File: config.mk
export PLATFORM = sky130hd
export DESIGN_NAME = uart_tx_block
export DESIGN_NICKNAME = d
export VERILOG_FILES = /design/src/rtl/uart_tx_block.sv
export SDC_FILE = /design/constraint.sdc
export NUM_CORES = 1
export LEC_CHECK = 0
export CORE_ASPECT_RATIO = 0.9
export CORE_MARGIN = 8
export CORE_UTILIZATION = 43
export CTS_BUF_LIST = sky130_fd_sc_hd__clkbuf_4 sky130_fd_sc_hd__clkbuf_8
export DETAILED_ROUTE_END_ITERATION = 10
export DONT_BUFFER_PORTS = 1
export GPL_TIMING_DRIVEN = 0
export MAX_ROUTING_LAYER = met4
export PLACE_DENSITY = 0.61
export SLEW_MARGIN = 20
export SYNTH_ARGS = -nofsm -noshare
export SYNTH_HDL_FRONTEND = slang
export SYNTH_SLANG_ARGS = --single-unit
File: constraint.sdc
create_clock -name clk -period 1.8 [get_ports clk]
set_input_delay 0.27 -clock clk [delete_from_list [all_inputs] [get_ports clk]]
set_output_delay 0.27 -clock clk [all_outputs]
set_load 0.05 [all_outputs]
File: src/rtl/uart_tx_block.sv
`default_nettype none
// ============================================================================
//  Module   : uart_tx_block
//  Purpose  : Asynchronous serial transmitter. Sends a start bit, the data
//             bits LSB first, an optional even-parity bit and a stop bit.
//             The bit period comes from an internal clock-per-bit counter.
//  Revision : 1.0  initial release
// ============================================================================
module uart_tx_block #(
    parameter int NUM_DATA_BITS = 8,    // 5..8
    parameter int CLKS_PER_BIT  = 10    // >= 2
) (
    input  logic                     clk,
    input  logic                     n_rst,
    input  logic                     tx_start,
    input  logic [NUM_DATA_BITS-1:0] tx_data,
    input  logic                     parity_en,
    output logic                     serial_out,
    output logic                     tx_busy,
    output logic                     tx_done
);

    localparam int CNT_W = $clog2(CLKS_PER_BIT + 1);
    localparam int IDX_W = $clog2(NUM_DATA_BITS);

    localparam logic [CNT_W-1:0] BIT_LAST = CNT_W'(CLKS_PER_BIT);
    localparam logic [IDX_W-1:0] IDX_LAST = IDX_W'(NUM_DATA_BITS - 1);

    typedef enum logic [2:0] {
        IDLE   = 3'd0,
        START  = 3'd1,
        DATA   = 3'd2,
        PARITY = 3'd3,
        STOP   = 3'd4
    } state_t;

    state_t                   state_q,  state_d;
    logic [CNT_W-1:0]         cnt_q,    cnt_d;
    logic [IDX_W-1:0]         idx_q,    idx_d;
    logic [NUM_DATA_BITS-1:0] shift_q,  shift_d;
    logic                     par_q,    par_d;
    logic                     par_en_q, par_en_d;
    logic                     serial_q, serial_d;
    logic                     busy_q,   busy_d;
    logic                     done_q,   done_d;

    logic                     bit_end;

    // The bit timer counts 1..CLKS_PER_BIT; reaching the top is the bit boundary.
    assign bit_end = (cnt_q == BIT_LAST);

    // State register and all datapath registers; the line idles high in reset.
    always_ff @(posedge clk or negedge n_rst) begin
        if (!n_rst) begin
            state_q  <= IDLE;
            cnt_q    <= '0;
            idx_q    <= '0;
            shift_q  <= '0;
            par_q    <= 1'b0;
            par_en_q <= 1'b0;
            serial_q <= 1'b1;
            busy_q   <= 1'b0;
            done_q   <= 1'b0;
        end else begin
            state_q  <= state_d;
            cnt_q    <= cnt_d;
            idx_q    <= idx_d;
            shift_q  <= shift_d;
            par_q    <= par_d;
            par_en_q <= par_en_d;
            serial_q <= serial_d;
            busy_q   <= busy_d;
            done_q   <= done_d;
        end
    end

    // Next-state logic; outputs are derived from the next state so the
    // registered line changes on the very edge that enters each bit.
    always_comb begin
        state_d  = state_q;
        cnt_d    = cnt_q;
        idx_d    = idx_q;
        shift_d  = shift_q;
        par_d    = par_q;
        par_en_d = par_en_q;
        done_d   = 1'b0;
        serial_d = 1'b1;
        busy_d   = 1'b0;

        case (state_q)
            IDLE: begin
                cnt_d = '0;
                if (tx_start) begin
                    shift_d  = tx_data;
                    par_en_d = parity_en;
                    par_d    = ^tx_data;
                    idx_d    = '0;
                    cnt_d    = CNT_W'(1);
                    state_d  = START;
                end
            end
            START: begin
                if (bit_end) begin
                    cnt_d   = CNT_W'(1);
                    idx_d   = '0;
                    state_d = DATA;
                end else begin
                    cnt_d = cnt_q + CNT_W'(1);
                end
            end
            DATA: begin
                if (bit_end) begin
                    cnt_d = CNT_W'(1);
                    if (idx_q == IDX_LAST) begin
                        state_d = par_en_q ? PARITY : STOP;
                    end else begin
                        idx_d   = idx_q + IDX_W'(1);
                        shift_d = shift_q >> 1;
                    end
                end else begin
                    cnt_d = cnt_q + CNT_W'(1);
                end
            end
            PARITY: begin
                if (bit_end) begin
                    cnt_d   = CNT_W'(1);
                    state_d = STOP;
                end else begin
                    cnt_d = cnt_q + CNT_W'(1);
                end
            end
            STOP: begin
                if (bit_end) begin
                    cnt_d   = '0;
                    done_d  = 1'b1;
                    state_d = IDLE;
                end else begin
                    cnt_d = cnt_q + CNT_W'(1);
                end
            end
            default: begin
                cnt_d   = '0;
                state_d = IDLE;
            end
        endcase

        case (state_d)
            START:   serial_d = 1'b0;
            DATA:    serial_d = shift_d[0];
            PARITY:  serial_d = par_d;
            default: serial_d = 1'b1;
        endcase

        busy_d = (state_d != IDLE);
    end

    assign serial_out = serial_q;
    assign tx_busy    = busy_q;
    assign tx_done    = done_q;

endmodule
`default_nettype wire

# After elaboration in Yosys (flattened, before gate mapping)
# Index checks and enable logic that the tools add are counted.
[classes]
n_lt_le_gt_ge = 0
add_sub_neg = 2
mul = 0
n_shift = 0
div_mod_pow = 0
n_bitwise = 0
eq_ne = 13
mux = 26
reduce_logical = 9
[op_table]
columns = ["op", "count"]
rows = [
  ["3-bit 2-to-1 mux", 11],
  ["8-bit 2-to-1 mux", 3],
  ["8-bit one-hot mux with 2 select lines", 1],
  ["3-bit one-hot mux with 5 select lines", 1],
  ["3-bit by 2-bit equality test with 1-bit output, second input constant", 4],
  ["4-bit one-hot mux with 3 select lines", 1],
  ["3-bit one-hot mux with 3 select lines", 1],
  ["4-bit 2-to-1 mux", 2],
  ["2-bit != test, second input constant", 4],
  ["8-bit parity", 1],
  ["3-bit by 1-bit equality test with 1-bit output, second input constant", 2],
  ["3-bit equality test, second input constant", 2],
  ["3-bit nonzero test", 2],
  ["1-bit 2-to-1 mux", 5],
  ["5-bit AND reduction", 1],
  ["4-bit by 1-bit adder with 4-bit output, second input constant", 1],
  ["4-bit equality test, second input constant", 1],
  ["4-bit AND reduction", 1],
  ["3-bit by 1-bit adder with 3-bit output, second input constant", 1],
  ["3-bit zero test", 1],
  ["1-bit one-hot mux with 3 select lines", 1],
  ["3-bit OR reduction", 1],
  ["2-bit AND reduction", 1],
  ["2-bit nonzero test", 1],
]
[totals]
rom_bits = 0
output_inout_bits = 3
ramBits = 0
elab_cells = 60
latchBits = 0
reg_bits = 23
inputBits = 12
mem_count = 0

# Depth between registers and ports, before layout
[logic_depth]
depth_word = 6
mapped_depth = 7
depth_no_buf = 7

# Worst setup path after synthesis
# No wires, ideal clock.
[synth_path]
path_kind = "register to register"
start = "reg idx_q[0]"
end = "reg idx_q[1]"
setup_time_ps = 135
t_arrival_ps = 1614
period_less_slack_ps = 1749
t_required_ps = 1665
slack_ps = 51
stages_incl_launch_ff = 8
path_cell_list = "dfrtp_1 > ha_1 > ha_1 > or3b_1 > a21oi_1 > a21oi_1 > o21ai_1 > o31ai_1"
[synth_between]
elab_chain_len = 4
elab_cells_between_ends = 7
classes_between = "1 x add/sub; 2 x eq/ne; 3 x mux; 1 x reduce/logical"
[synth_lines]
columns = ["element", "line_no", "source"]
rows = [
  ["from (decl)", "39", "logic [IDX_W-1:0] idx_q, idx_d;"],
  ["from (signal assigned)", "67", "idx_q <= idx_d;"],
  ["3-bit by 1-bit adder with 3-bit output", "117", "idx_d = idx_q + IDX_W'(1);"],
  ["3-bit 2-to-1 mux", "114", "if (idx_q == IDX_LAST) begin"],
  ["3-bit 2-to-1 mux", "112", "if (bit_end) begin"],
  ["3-bit one-hot mux with 3 select lines", "90", "case (state_q)"],
]
# Parallel ways exist; a longest one is shown, timed or not. The select of a mux whose other input is x is not followed.
# A chain may end at the register's enable or synchronous reset.

# Final worst setup path
# Ends and elaborated chain as after synthesis.

==> key figures <==
Floorplan
  – Die Width: 72.29 um
  – Initial core utilization: around 45%
  – DIE AREA: 4819 um^2
  – Core Region: 2725 um^2
  – FP Rows: 18
  – Die height: 66.66 um
  – I/O Pins: 15

Logic synthesis
  – Ys async rst share: 100.0%
  – Library cells used by synthesis: 40
  – Syn_nets: roughly 130
  – Post-Synthesis Cell Area: 1226 um^2
  – Mean post-synth cell area: 10.66 um^2
  – Yosys warns: 0
  – Yosys reg bits: 23
  – Post-synthesis sequential area ratio: 47.04%
  – Cell count after synthesis: ~120
  – Post-synth EDFFs: 0
  – Most used DFF post-synth: dfrtp_1

Clocking
  – H-tree depth: 1
  – CTS tree: done
  – Maximum clock insertion buffer count: 2
  – Root Driver: clkbuf_4
  – Inserted Clock Buffers: 3
  – Clock Latency Late Sink: 0.32 ns
  – # clock sinks: 23
  – CTS clock-pin slew for the worst setup and hold paths: 0.12 ns

Timing
  – RSZ-0062 raised after global routing: true
  – Period utilisation layout: 94.71%
  – Least-Margin Pin Slew: 0.5160 ns
  – Max-slew violations: 0
  – Slew HR: between 60 and 70%
  – Minimum clock period: 1.705 ns
  – Fmax: 0.5866 GHz
  – Final setup fails: 0
  – Clock skew: 0.009066 ns
  – Final hold vios: 0

Worst setup path
  – R2r setup slk: 0.1 ns
  – Worst path slowest cell: dfrtp_1
  – Most common cell on crit path: a21oi_2
  – Worst path cell trace: ha_2 -> ha_4 -> or3b_4 -> a21oi_2 -> a21oi_2 -> o21ai_1 -> o31ai_1
  – WS Path Type: flip-flop to flip-flop
  – Max FO, Critical Path: 6
  – Crit-path max cell delay: roughly 0.42 ns
  – Reg2Reg Launch Point: idx_q[0]
  – Required @ worst endpoint: 1.99 ns
  – Worst R2R End: idx_q[1]
  – CP Launch Type: flip-flop
  – Count of buffer and inverter cells on the critical path: 0
  – WP depth: 7
  – CP Capture Type: flip-flop
  – Critical path's top delay family: flip-flops
  – Critical Path AT: 1.90 ns
  – Reg2Reg Depth: 7

Drt
  – # DRC: 0
  – WL per Instance: roughly 15 um
  – Via count: 884
  – ANT nets after route: 0
  – Routed WL: 2.413 mm
  – Vias/cell: ~5.5
  – Initial DRC Count: 40
  – TritonRoute pass-1 iters: 6

Hold path
  – HP Class: input port to flip-flop
  – Worst Hold Launch: tx_data[6]
  – Hold depth: 2
  – Hold Path End: shift_q[6]

Finish
  – Filler instances: 269
  – Final #Nets: 136
  – Register area: 576.8 um^2
  – Diodes inserted: 0
  – Final Cell Area: 1355 um^2
  – Final core utilization: 49.72%
  – Layout cells sized above 1: 20.66%
  – Area Growth Syn to Fin: 10.51%
  – Multi-input logic area: 641.9 um^2

Placed design
  – DP HPWL: 1.824 mm
  – RePlAce Congestion: approximately 0.8
  – Dpl cell area: 1276 um^2
  – # port buffers: 0

GRT
  – Overall routing resource usage: approximately 11%
  – Largest net degree at the start of global routing: 24
  – Vias in the first global route: 882
  – Initial antenna violation count: 0
  – Global-route wire length before repair: 4.160 mm
  – Grt ovf: 0

Status
  – Outcome: completed

Pwr
  – VDD IR max: 388.6 uV
  – Pwr dens: 586.7 nW/um^2
  – Leakage: 0.6020 nW

Job
  – Number of max-cap violations: 0
[power by group]
group / internal [W] / switching (W) / leakage (nW)
sequential: 0.000517 / 0 / 0.290
combinational: 0.0000203 / 0.0000206 / 0.294
clock: 0.0000832 / 0.000154 / 0.0177
[metrics by stage]
step	setup WS, ns	power, W	cells	TNS, ns	hold WS (ns)
floorplan	0.05055	0.0005532	115	0	-0.02559
global placement	-0.05516	0.0005565	155	-0.1139	-0.02488
detailed placement	-0.08604	0.0005562	155	-0.2296	-0.02483
CTS	0.01099	0.0008113	160	0	0.06777
global route	-0.006140	0.0008332	161	-0.007975	0.06747
finish	0.09518	0.0007950	161	0	0.07871
[how the worst max path moves through the flow]
stage	from	endpoint	slack [ns]
after global routing	idx_q[0]	idx_q[2]	-0.006
after floorplan	idx_q[0]	idx_q[1]	0.05
after CTS	idx_q[0]	idx_q[1]	0.01
after global placement	idx_q[0]	idx_q[1]	-0.06
after detailed placement	idx_q[0]	idx_q[1]	-0.09
final	idx_q[0]	idx_q[1]	0.1
[layout by cell type (no fill, tap or decap), types with 2 or more instances in the layout]
| master | n |
|---|---|
| o31ai_1 | 2 |
| a21oi_1 | 4 |
| nand2_1 | 8 |
| clkbuf_4 | 3 |
| buf_2 | 3 |
| dfrtp_1 | 22 |
| nand3_1 | 3 |
| inv_1 | 8 |
| xnor2_1 | 8 |
| nor2_1 | 13 |
| o21a_1 | 2 |
| nand2b_1 | 2 |
| o21ai_1 | 2 |
| a21oi_2 | 2 |
| mux2_2 | 2 |
| a222oi_1 | 6 |
| o21ai_0 | 3 |
[registers in the layout, indices dropped and copies added, names as in the netlist]
name,flops
cnt_q,4
tx_busy,1
shift_q,8
tx_done,1
idx_q,3
state_q,3
par_q,1
serial_out,1
par_en_q,1
[area by class of cell]
cell class | instances | share of cell area (%)
Multi-Input combinational cell | 81 | 47.37
Sequential cell | 23 | 42.57
Tap cell | 40 | 3.693
Inverter | 8 | 2.216
Clock buffer | 3 | 1.662
Timing Repair Buffer | 2 | 1.108
Buffer | 3 | 1.016
Clock inverter | 1 | 0.3693
[synthesized netlist by cell type, types with 2 or more instances]
| library cell | count | area share [%] |
|---|---|---|
| dfrtp_1 | 22 | 45 |
| nand2_1 | 8 | 2.4 |
| xnor2_1 | 8 | 5.7 |
| a21oi_1 | 6 | 2.4 |
| o21ai_1 | 2 | 0.82 |
| o21ai_0 | 3 | 1.2 |
| nor2_1 | 13 | 4.0 |
| o31ai_1 | 2 | 1.2 |
| o21a_1 | 2 | 1.2 |
| a222oi_1 | 6 | 4.9 |
| nand2b_1 | 2 | 1.0 |
| buf_2 | 2 | 0.82 |
| nand3_1 | 3 | 1.2 |
| ha_1 | 2 | 2.0 |
| inv_1 | 8 | 2.4 |
| mux2_2 | 2 | 1.8 |
[layer usage]
metal | vias up | GRT usage (%) | share of wire (%)
li1 | 430 | - | -
met1 | 422 | 14.16 | 45
met2 | 27 | 16.89 | 46
met3 | 5 | 2.549 | 7.2
met4 | 0 | 6.107 | 2.1
met5 | - | - | 0
[cells by family (layout without fill, tap and decap cells)]
| family | count (synthesis) | in the layout | share of synthesized area (%) |
|---|---|---|---|
| AOI/OAI and AO/OA | 29 | 29 | 19.18 |
| DFF | 23 | 23 | 47.04 |
| xor gates and xnor gates | 9 | 9 | 6.429 |
| adders and majority gates | 2 | 2 | 2.040 |
| and+or+nand+nor | 39 | 39 | 19.90 |
| muxes | 2 | 2 | 1.837 |
| buffers and inverters | 11 | 17 | 3.571 |
[timing repair]
item	4_1_cts	5_1_grt
gates resized for setup	5	2
hold buffers	1	1
pin swaps	0	3
buffers inserted	0	0
hold endpoints to repair	23	22
endpoints found under the setup margin	4	4
No activity file was read; power rests on OpenSTA's default activity.
